**src/rtl/branch_predictor_pkg.sv**
```systemverilog
// Shared types and helpers for the gshare predictor: counter encodings,
// default geometry and the saturating counter step.
package branch_predictor_pkg;

  localparam int IDX_BITS_DEF = 5;
  localparam int GHR_BITS_DEF = 5;

  typedef enum logic [1:0] {
    SNT = 2'd0,
    WNT = 2'd1,
    WT  = 2'd2,
    ST  = 2'd3
  } counter_e;

  function automatic counter_e next_counter(counter_e cnt, logic taken);
    logic [1:0] raw;
    raw = cnt;
    if (taken) begin
      if (cnt != ST) raw = raw + 2'd1;
    end else begin
      if (cnt != SNT) raw = raw - 2'd1;
    end
    return counter_e'(raw);
  endfunction

endpackage

```
**src/rtl/branch_predictor_if.sv**
```systemverilog
// Fetch-side prediction and EX-side training signals of the branch predictor.
// The core is the master; the predictor is the slave.
interface branch_predictor_if
  import branch_predictor_pkg::*;
#(
  parameter int GHR_BITS = GHR_BITS_DEF
);
  logic [31:0]         if_pc;
  logic [31:0]         pred_next_pc;
  logic                pred_taken;
  logic [GHR_BITS-1:0] pred_ghr;

  logic                upd_valid;
  logic                upd_is_cond;
  logic [31:0]         upd_pc;
  logic [GHR_BITS-1:0] upd_ghr;
  logic                upd_taken;
  logic [31:0]         upd_target;
  logic [31:0]         upd_pred_next_pc;

  logic                mispredict;
  logic [31:0]         correct_pc;

  modport master (
    output if_pc, upd_valid, upd_is_cond, upd_pc, upd_ghr, upd_taken,
           upd_target, upd_pred_next_pc,
    input  pred_next_pc, pred_taken, pred_ghr, mispredict, correct_pc
  );

  modport slave (
    input  if_pc, upd_valid, upd_is_cond, upd_pc, upd_ghr, upd_taken,
           upd_target, upd_pred_next_pc,
    output pred_next_pc, pred_taken, pred_ghr, mispredict, correct_pc
  );
endinterface

```
**src/rtl/branch_predictor_pattern_history_table.sv**
```systemverilog
// Array of 2-bit saturating direction counters, cleared to weakly-not-taken.
// One asynchronous read port, one saturating-update write port.
module pattern_history_table
  import branch_predictor_pkg::*;
#(
  parameter int IDX_BITS = IDX_BITS_DEF
) (
  input  logic                clk,
  input  logic                reset,
  input  logic [IDX_BITS-1:0] rd_idx,
  output counter_e            rd_cnt,
  input  logic                wr_en,
  input  logic [IDX_BITS-1:0] wr_idx,
  input  logic                wr_taken
);
  localparam int ENTRIES = 1 << IDX_BITS;

  counter_e cnt_q [ENTRIES];

  // NOTE: every counter needs a known start value, so this array is reset in
  // full; sequential state uses non-blocking assignments only.
  always_ff @(posedge clk) begin
    if (reset) begin
      for (int i = 0; i < ENTRIES; i++) cnt_q[i] <= WNT;
    end else if (wr_en) begin
      cnt_q[wr_idx] <= next_counter(cnt_q[wr_idx], wr_taken);
    end
  end

  assign rd_cnt = cnt_q[rd_idx];

endmodule

```
**src/rtl/branch_predictor.sv**
```systemverilog
// Gshare direction predictor with a direct-mapped BTB. Predicts next_pc from
// the fetch PC with zero latency; trained by EX when a branch/jump resolves.
module branch_predictor
  import branch_predictor_pkg::*;
#(
  parameter int IDX_BITS = IDX_BITS_DEF,
  parameter int GHR_BITS = GHR_BITS_DEF
) (
  input  logic               clk,
  input  logic               reset,
  branch_predictor_if.slave  bp
);
  localparam int ENTRIES = 1 << IDX_BITS;
  localparam int TAG_W   = 32 - IDX_BITS - 2;

  logic [GHR_BITS-1:0] ghr_q;
  logic [ENTRIES-1:0]  btb_valid;
  logic [TAG_W-1:0]    btb_tag    [ENTRIES];
  logic [31:0]         btb_target [ENTRIES];
  logic                btb_jump   [ENTRIES];

  logic [IDX_BITS-1:0] bidx, pidx, uidx, upidx;
  logic [TAG_W-1:0]    if_tag;
  counter_e            rd_cnt;
  logic                hit, btb_wr, pht_wr;

  assign bidx   = bp.if_pc[IDX_BITS+1:2];
  assign if_tag = bp.if_pc[31:IDX_BITS+2];
  assign pidx   = bidx ^ ghr_q;
  assign uidx   = bp.upd_pc[IDX_BITS+1:2];
  assign upidx  = uidx ^ bp.upd_ghr;
  assign btb_wr = bp.upd_valid && bp.upd_taken;
  assign pht_wr = bp.upd_valid && bp.upd_is_cond;

  pattern_history_table #(.IDX_BITS(IDX_BITS)) u_pht (
    .clk      (clk),
    .reset    (reset),
    .rd_idx   (pidx),
    .rd_cnt   (rd_cnt),
    .wr_en    (pht_wr),
    .wr_idx   (upidx),
    .wr_taken (bp.upd_taken)
  );

  always_ff @(posedge clk) begin
    if (reset) begin
      ghr_q     <= '0;
      btb_valid <= '0;
    end else begin
      if (pht_wr) ghr_q <= {ghr_q[GHR_BITS-2:0], bp.upd_taken};
      if (btb_wr) btb_valid[uidx] <= 1'b1;
    end
  end

  // Payload is qualified by btb_valid, so it carries no reset.
  always_ff @(posedge clk) begin
    if (!reset && btb_wr) begin
      btb_tag[uidx]    <= bp.upd_pc[31:IDX_BITS+2];
      btb_target[uidx] <= bp.upd_target;
      btb_jump[uidx]   <= !bp.upd_is_cond;
    end
  end

  // Outputs are masked while reset is held so they reflect the cleared state.
  always_comb begin
    // NOTE: defaults first so no path through this block can infer a latch.
    hit             = 1'b0;
    bp.pred_taken   = 1'b0;
    bp.pred_next_pc = bp.if_pc + 32'd4;
    bp.pred_ghr     = '0;
    if (!reset) begin
      hit           = btb_valid[bidx] && (btb_tag[bidx] == if_tag);
      bp.pred_taken = hit && (btb_jump[bidx] || (rd_cnt inside {WT, ST}));
      bp.pred_ghr   = ghr_q;
      if (bp.pred_taken) bp.pred_next_pc = btb_target[bidx];
    end
  end

  assign bp.correct_pc = bp.upd_taken ? bp.upd_target : bp.upd_pc + 32'd4;
  assign bp.mispredict = bp.upd_valid && (bp.correct_pc != bp.upd_pred_next_pc);

endmodule

```
**src/flat_wrapper.sv**
```systemverilog
// flat-port wrapper written by rule: the top's interface ports become plain ports
module branch_predictor_flat import branch_predictor_pkg::*;
#(
  parameter int IDX_BITS = IDX_BITS_DEF,
  parameter int GHR_BITS = GHR_BITS_DEF
)
  (clk, reset, bp_if_pc, bp_upd_valid, bp_upd_is_cond, bp_upd_pc, bp_upd_ghr, bp_upd_taken, bp_upd_target, bp_upd_pred_next_pc, bp_pred_next_pc, bp_pred_taken, bp_pred_ghr, bp_mispredict, bp_correct_pc);
  branch_predictor_if #(.GHR_BITS(GHR_BITS)) bp_i ();
  input  logic clk;
  input  logic reset;
  input wire logic [$bits(bp_i.if_pc)-1:0] bp_if_pc;
  input wire logic [$bits(bp_i.upd_valid)-1:0] bp_upd_valid;
  input wire logic [$bits(bp_i.upd_is_cond)-1:0] bp_upd_is_cond;
  input wire logic [$bits(bp_i.upd_pc)-1:0] bp_upd_pc;
  input wire logic [$bits(bp_i.upd_ghr)-1:0] bp_upd_ghr;
  input wire logic [$bits(bp_i.upd_taken)-1:0] bp_upd_taken;
  input wire logic [$bits(bp_i.upd_target)-1:0] bp_upd_target;
  input wire logic [$bits(bp_i.upd_pred_next_pc)-1:0] bp_upd_pred_next_pc;
  output wire logic [$bits(bp_i.pred_next_pc)-1:0] bp_pred_next_pc;
  output wire logic [$bits(bp_i.pred_taken)-1:0] bp_pred_taken;
  output wire logic [$bits(bp_i.pred_ghr)-1:0] bp_pred_ghr;
  output wire logic [$bits(bp_i.mispredict)-1:0] bp_mispredict;
  output wire logic [$bits(bp_i.correct_pc)-1:0] bp_correct_pc;
  assign bp_i.if_pc = bp_if_pc;
  assign bp_i.upd_valid = bp_upd_valid;
  assign bp_i.upd_is_cond = bp_upd_is_cond;
  assign bp_i.upd_pc = bp_upd_pc;
  assign bp_i.upd_ghr = bp_upd_ghr;
  assign bp_i.upd_taken = bp_upd_taken;
  assign bp_i.upd_target = bp_upd_target;
  assign bp_i.upd_pred_next_pc = bp_upd_pred_next_pc;
  assign bp_pred_next_pc = bp_i.pred_next_pc;
  assign bp_pred_taken = bp_i.pred_taken;
  assign bp_pred_ghr = bp_i.pred_ghr;
  assign bp_mispredict = bp_i.mispredict;
  assign bp_correct_pc = bp_i.correct_pc;
  branch_predictor #(.IDX_BITS(IDX_BITS), .GHR_BITS(GHR_BITS)) u_core (.clk(clk), .reset(reset), .bp(bp_i));
endmodule
```
**config.mk**
```make
export PLATFORM = sky130hd
export DESIGN_NAME = branch_predictor_flat
export DESIGN_NICKNAME = d
export VERILOG_FILES = /design/src/rtl/branch_predictor_pkg.sv /design/src/rtl/branch_predictor_if.sv /design/src/rtl/branch_predictor_pattern_history_table.sv /design/src/rtl/branch_predictor.sv /design/src/flat_wrapper.sv
export SDC_FILE = /design/constraint.sdc
export NUM_CORES = 2
export LEC_CHECK = 0
export ABC_AREA = 1
export BUFFER_PORTS_ARGS = -buffer_cell sky130_fd_sc_hd__buf_2
export CAP_MARGIN = 20
export CELL_PAD_IN_SITES_DETAIL_PLACEMENT = 1
export CELL_PAD_IN_SITES_GLOBAL_PLACEMENT = 2
export CORE_AREA = 2 2 413 579
export DETAILED_ROUTE_END_ITERATION = 7
export DIE_AREA = 0 0 415 581
export PLACE_DENSITY_LB_ADDON = 0.1
export SETUP_SLACK_MARGIN = 0.2
export SLEW_MARGIN = 10
export SYNTH_ARGS = -nofsm -noshare
export SYNTH_HDL_FRONTEND = slang
export SYNTH_SLANG_ARGS = --single-unit
```
**constraint.sdc**
```tcl
create_clock -name clk -period 6.3 [get_ports clk]
set_input_delay 1.26 -clock clk [delete_from_list [all_inputs] [get_ports clk]]
set_output_delay 1.26 -clock clk [all_outputs]
set_load 0.05 [all_outputs]
```
==> flow_summary_export.csv <==
group,metric,value,unit
run_status,status,"finished clean",
synthesis,ys_seq_area_share,71.0,%
clock_tree,path_clk_slew,60,ps
sta,max_slew_margin,26.9,%
synthesis,synth_nets,7344,
floorplanning,core,235000,µm²
synthesis,synth_area,82200,µm²
placement,numPortBuffers,208,
pwr,vdd_drop_max,0.000180,V
pwr,switching_share,24.3,%
finish,nNetsFinal,7605,
clock_tree,cts_tree,"done",
global_routing,gr-total-overflow,0,
synthesis,avgSynthCellArea,11.4,µm²
synthesis,synth_top_area_share,70.1,%
drt,wl_per_cell,30.5,µm
critical_path,end_kind,"primary output",
sta,fin_tns_setup,0,ps
pwr,netSwitchingPower,6.96,mW
global_routing,grt_pass1_wl,452,mm
critical_path,required,5040,ps
sta,rsz0062_at_grt,"no",
synthesis,netlist-cell-type-count,46,
drt,drt_wl_total,326,mm
drt,drtPass1Iterations,7,
placement,gp_congestion,0.851,
clock_tree,post_cts_resized,1,
drt,vias,58600,
placement,dp_cells,10300,
drt,drcViolationCount,0,
finish,layout_common_cells,"edfxtp_1, nand2_1, nor2_1",
critical_path,start_kind,"input pin",
finish,finalNonFillerCells,10700,
synthesis,yosysWarnings,0,
synthesis,yosysTopAreaCell,"edfxtp_1",
finish,nFillCells,25100,
pwr,comb_power_share,8.3,%
drt,drtIter0Drc,5609,
clock_tree,h-tree-depth,4,
floorplanning,die_x,415,µm
clock_tree,insertion_delay,840,ps
floorplanning,ios,209,
global_routing,grt_usage,26.5,%
finish,drive_above_1_share,11.1,%
sta,clock.fmax,169,MHz
pwr,p_int,21.7,mW
critical_path,path_max_fanout,57,
worst_hold_path,min_path_type,"flip-flop to flip-flop",
finish,syn2layout_area_growth,15.7,%
sta,fin_crit_sh,94.1,%
pwr,pwr-share-seq,50.2,%
clock_tree,cts_max_path_buffers,4,
global_routing,antenna_found_initial,36,
global_routing,grt_pass1_vias,59100,
critical_path,path_class,"input pin to primary output",
synthesis,ys_ff_latch,1957,
pwr,p_leak,33.0,nW
sta,min_period,5930,ps
clock_tree,cts_hold_buf,0,
clock_tree,post_cts_buffers,0,
synthesis,netlist_instances,7201,
clock_tree,cts-buffers-inserted,202,
sta,setup_viol,0,
synthesis,synthTopCellsByArea,"edfxtp_1, nand2_1, nor2_1",
placement,hpwlAfterDp,193,mm
pwr,clockPowerShare,41.6,%
synthesis,async_reset_ff_share,0,%
drt,via_per_inst,5.47,
sta,worst_pin_slew,1090,ps
critical_path,critPathArrivalTime,4670,ps
global_routing,grt_max_degree,101,
sta,skew,13.7,ps
floorplanning,rows,211,
clock_tree,cts_num_sinks,1957,
critical_path,r2r_slack,3610,ps
floorplanning,dieArea,241000,µm²
floorplanning,die_h,581,µm
sta,slew_violations,0,
drt,drtAntennaViolNets,0,
clock_tree,cts_root_buf,"clkbuf_16",
finish,layout_commonest_cell,"edfxtp_1",
pwr,power.density,301,nW/µm²
run,max_cap_viol_count,0,
floorplanning,start_util,34.9,%
sta,hold_viol,0,
synthesis,synth-edff-count,1920,
synthesis,synthFlopType,"edfxtp_1",
-- power by group through the flow --
stage	Clock (mW)	Sequential [mW]	Combinational (mW)
2_1_floorplan	0	14.6	1.21
3_3_place_gp	0	14.6	2.35
3_5_place_dp	0	14.6	2.38
4_1_cts	12.1	14.4	2.39
5_1_grt	12.6	14.4	2.56
6_report	11.9	14.4	2.36
-- layout make-up --
| class | instances | area (µm²) | share of cell area [%] |
|---|---|---|---|
| sequential | 1957 | 58400 | 61.4 |
| multi-input combinational | 4534 | 20900 | 22.0 |
| clock buffer | 267 | 5430 | 5.70 |
| timing repair buffer | 494 | 4540 | 4.78 |
| tap | 3088 | 3860 | 4.06 |
| inverter | 273 | 1070 | 1.13 |
| clock inverter | 94 | 888 | 0.934 |
| antenna | 9 | 22.5 | 0.0237 |
-- logic make-up after synthesis --
group	share of synthesized area, %
XOR/XNOR	0.575
flip-flops	71.0
buffers and inverters	3.84
adder cells (fa/ha/maj)	0.0761
AO/OA/AOI/OAI	8.42
AND/OR/NAND/NOR	16.0
-- synthesized netlist by cell type, types with 2 or more instances --
library cell	number
a31oi_1	34
o21a_1	2
nor2_1	1141
ha_1	5
a221o_1	24
o21ai_2	5
inv_1	263
nand3b_1	12
a21oi_1	69
nand4_1	27
buf_8	2
nand2_2	3
o211ai_1	36
edfxtp_1	1920
nor2_2	3
o2111ai_1	5
o21ai_1	34
nand2_1	1440
or2_2	22
nor4_1	3
dfxtp_1	37
xnor2_1	18
buf_1	30
nor3_1	15
buf_2	158
nor2_4	5
o22ai_1	202
clkinv_1	3
o221ai_1	54
o21ai_0	758
buf_6	11
nand3_1	568
o22a_1	4
buf_4	48
xor2_1	36
or2_1	2
inv_4	2
inv_2	5
clkbuf_1	188
-- registers in the layout (all words and copies together), names as in the netlist --
register / cells
u_core.btb_target: 1024
u_core.btb_jump: 32
u_core.btb_valid: 32
u_core.btb_tag: 800
u_core.u_pht.cnt_q: 64
u_core.ghr_q: 5
-- path summary, 6_finish.rpt --
| kind | start | end | cells past startpoint |
|---|---|---|---|
| setup / recovery | bp_if_pc[2] | bp_pred_next_pc[14] | 22 |
| hold reg to reg | u_core.btb_valid[18]$_SDFFE_PP0P_ | u_core.btb_valid[18]$_SDFFE_PP0P_ | 2 |
| setup reg to reg | u_core.u_pht.cnt_q[20][1]$_SDFFCE_PN0P_ | u_core.u_pht.cnt_q[24][1]$_SDFFCE_PN0P_ | 12 |
| hold / removal | u_core.btb_valid[18]$_SDFFE_PP0P_ | u_core.btb_valid[18]$_SDFFE_PP0P_ | 2 |
-- critical path, cell delays in order --
cell     delay (ps)
buf_8           220
inv_16          160
buf_12          270
nand2_1          80
nand3_1          90
nand3_1         110
nand2_1          60
a21oi_1         210
nor2_1           90
nor2_1          200
nand2_1         130
nor2_4          290
buf_4           200
nor2_1           60
nand2_1          70
nor2_1           50
nand2_2          80
buf_12          200
nand2_1         200
o21ai_1         180
buf_4           180
buf_12          140
-- layer usage --
| layer | track usage, % | part of all wire [%] | routed length [µm] | vias up |
|---|---|---|---|---|
| met5 | 0 | 0.036 | 118 | - |
| met4 | 10.0 | 4.2 | 13700 | 18 |
| met3 | 4.48 | 5.9 | 19400 | 500 |
| met2 | 44.2 | 48 | 156000 | 1664 |
| met1 | 34.5 | 42 | 137000 | 30400 |
| li1 | - | - | - | 26000 |
-- through the flow --
stage          setup slack (ps)  hold slack [ps]  cell area (µm²)  total power, mW  utilization [%]
6_report                    369              462            95100             28.6             40.4
5_1_grt                     210              489            95100             29.5             40.4
4_1_cts                     254              463            95100             28.9             40.4
3_5_place_dp               10.4              447            88800             17.0             37.7
3_3_place_gp               25.9              441            88700             17.0             37.7
2_1_floorplan              1040              428            82200             15.9                -
No activity file was read; power rests on OpenSTA's default activity.
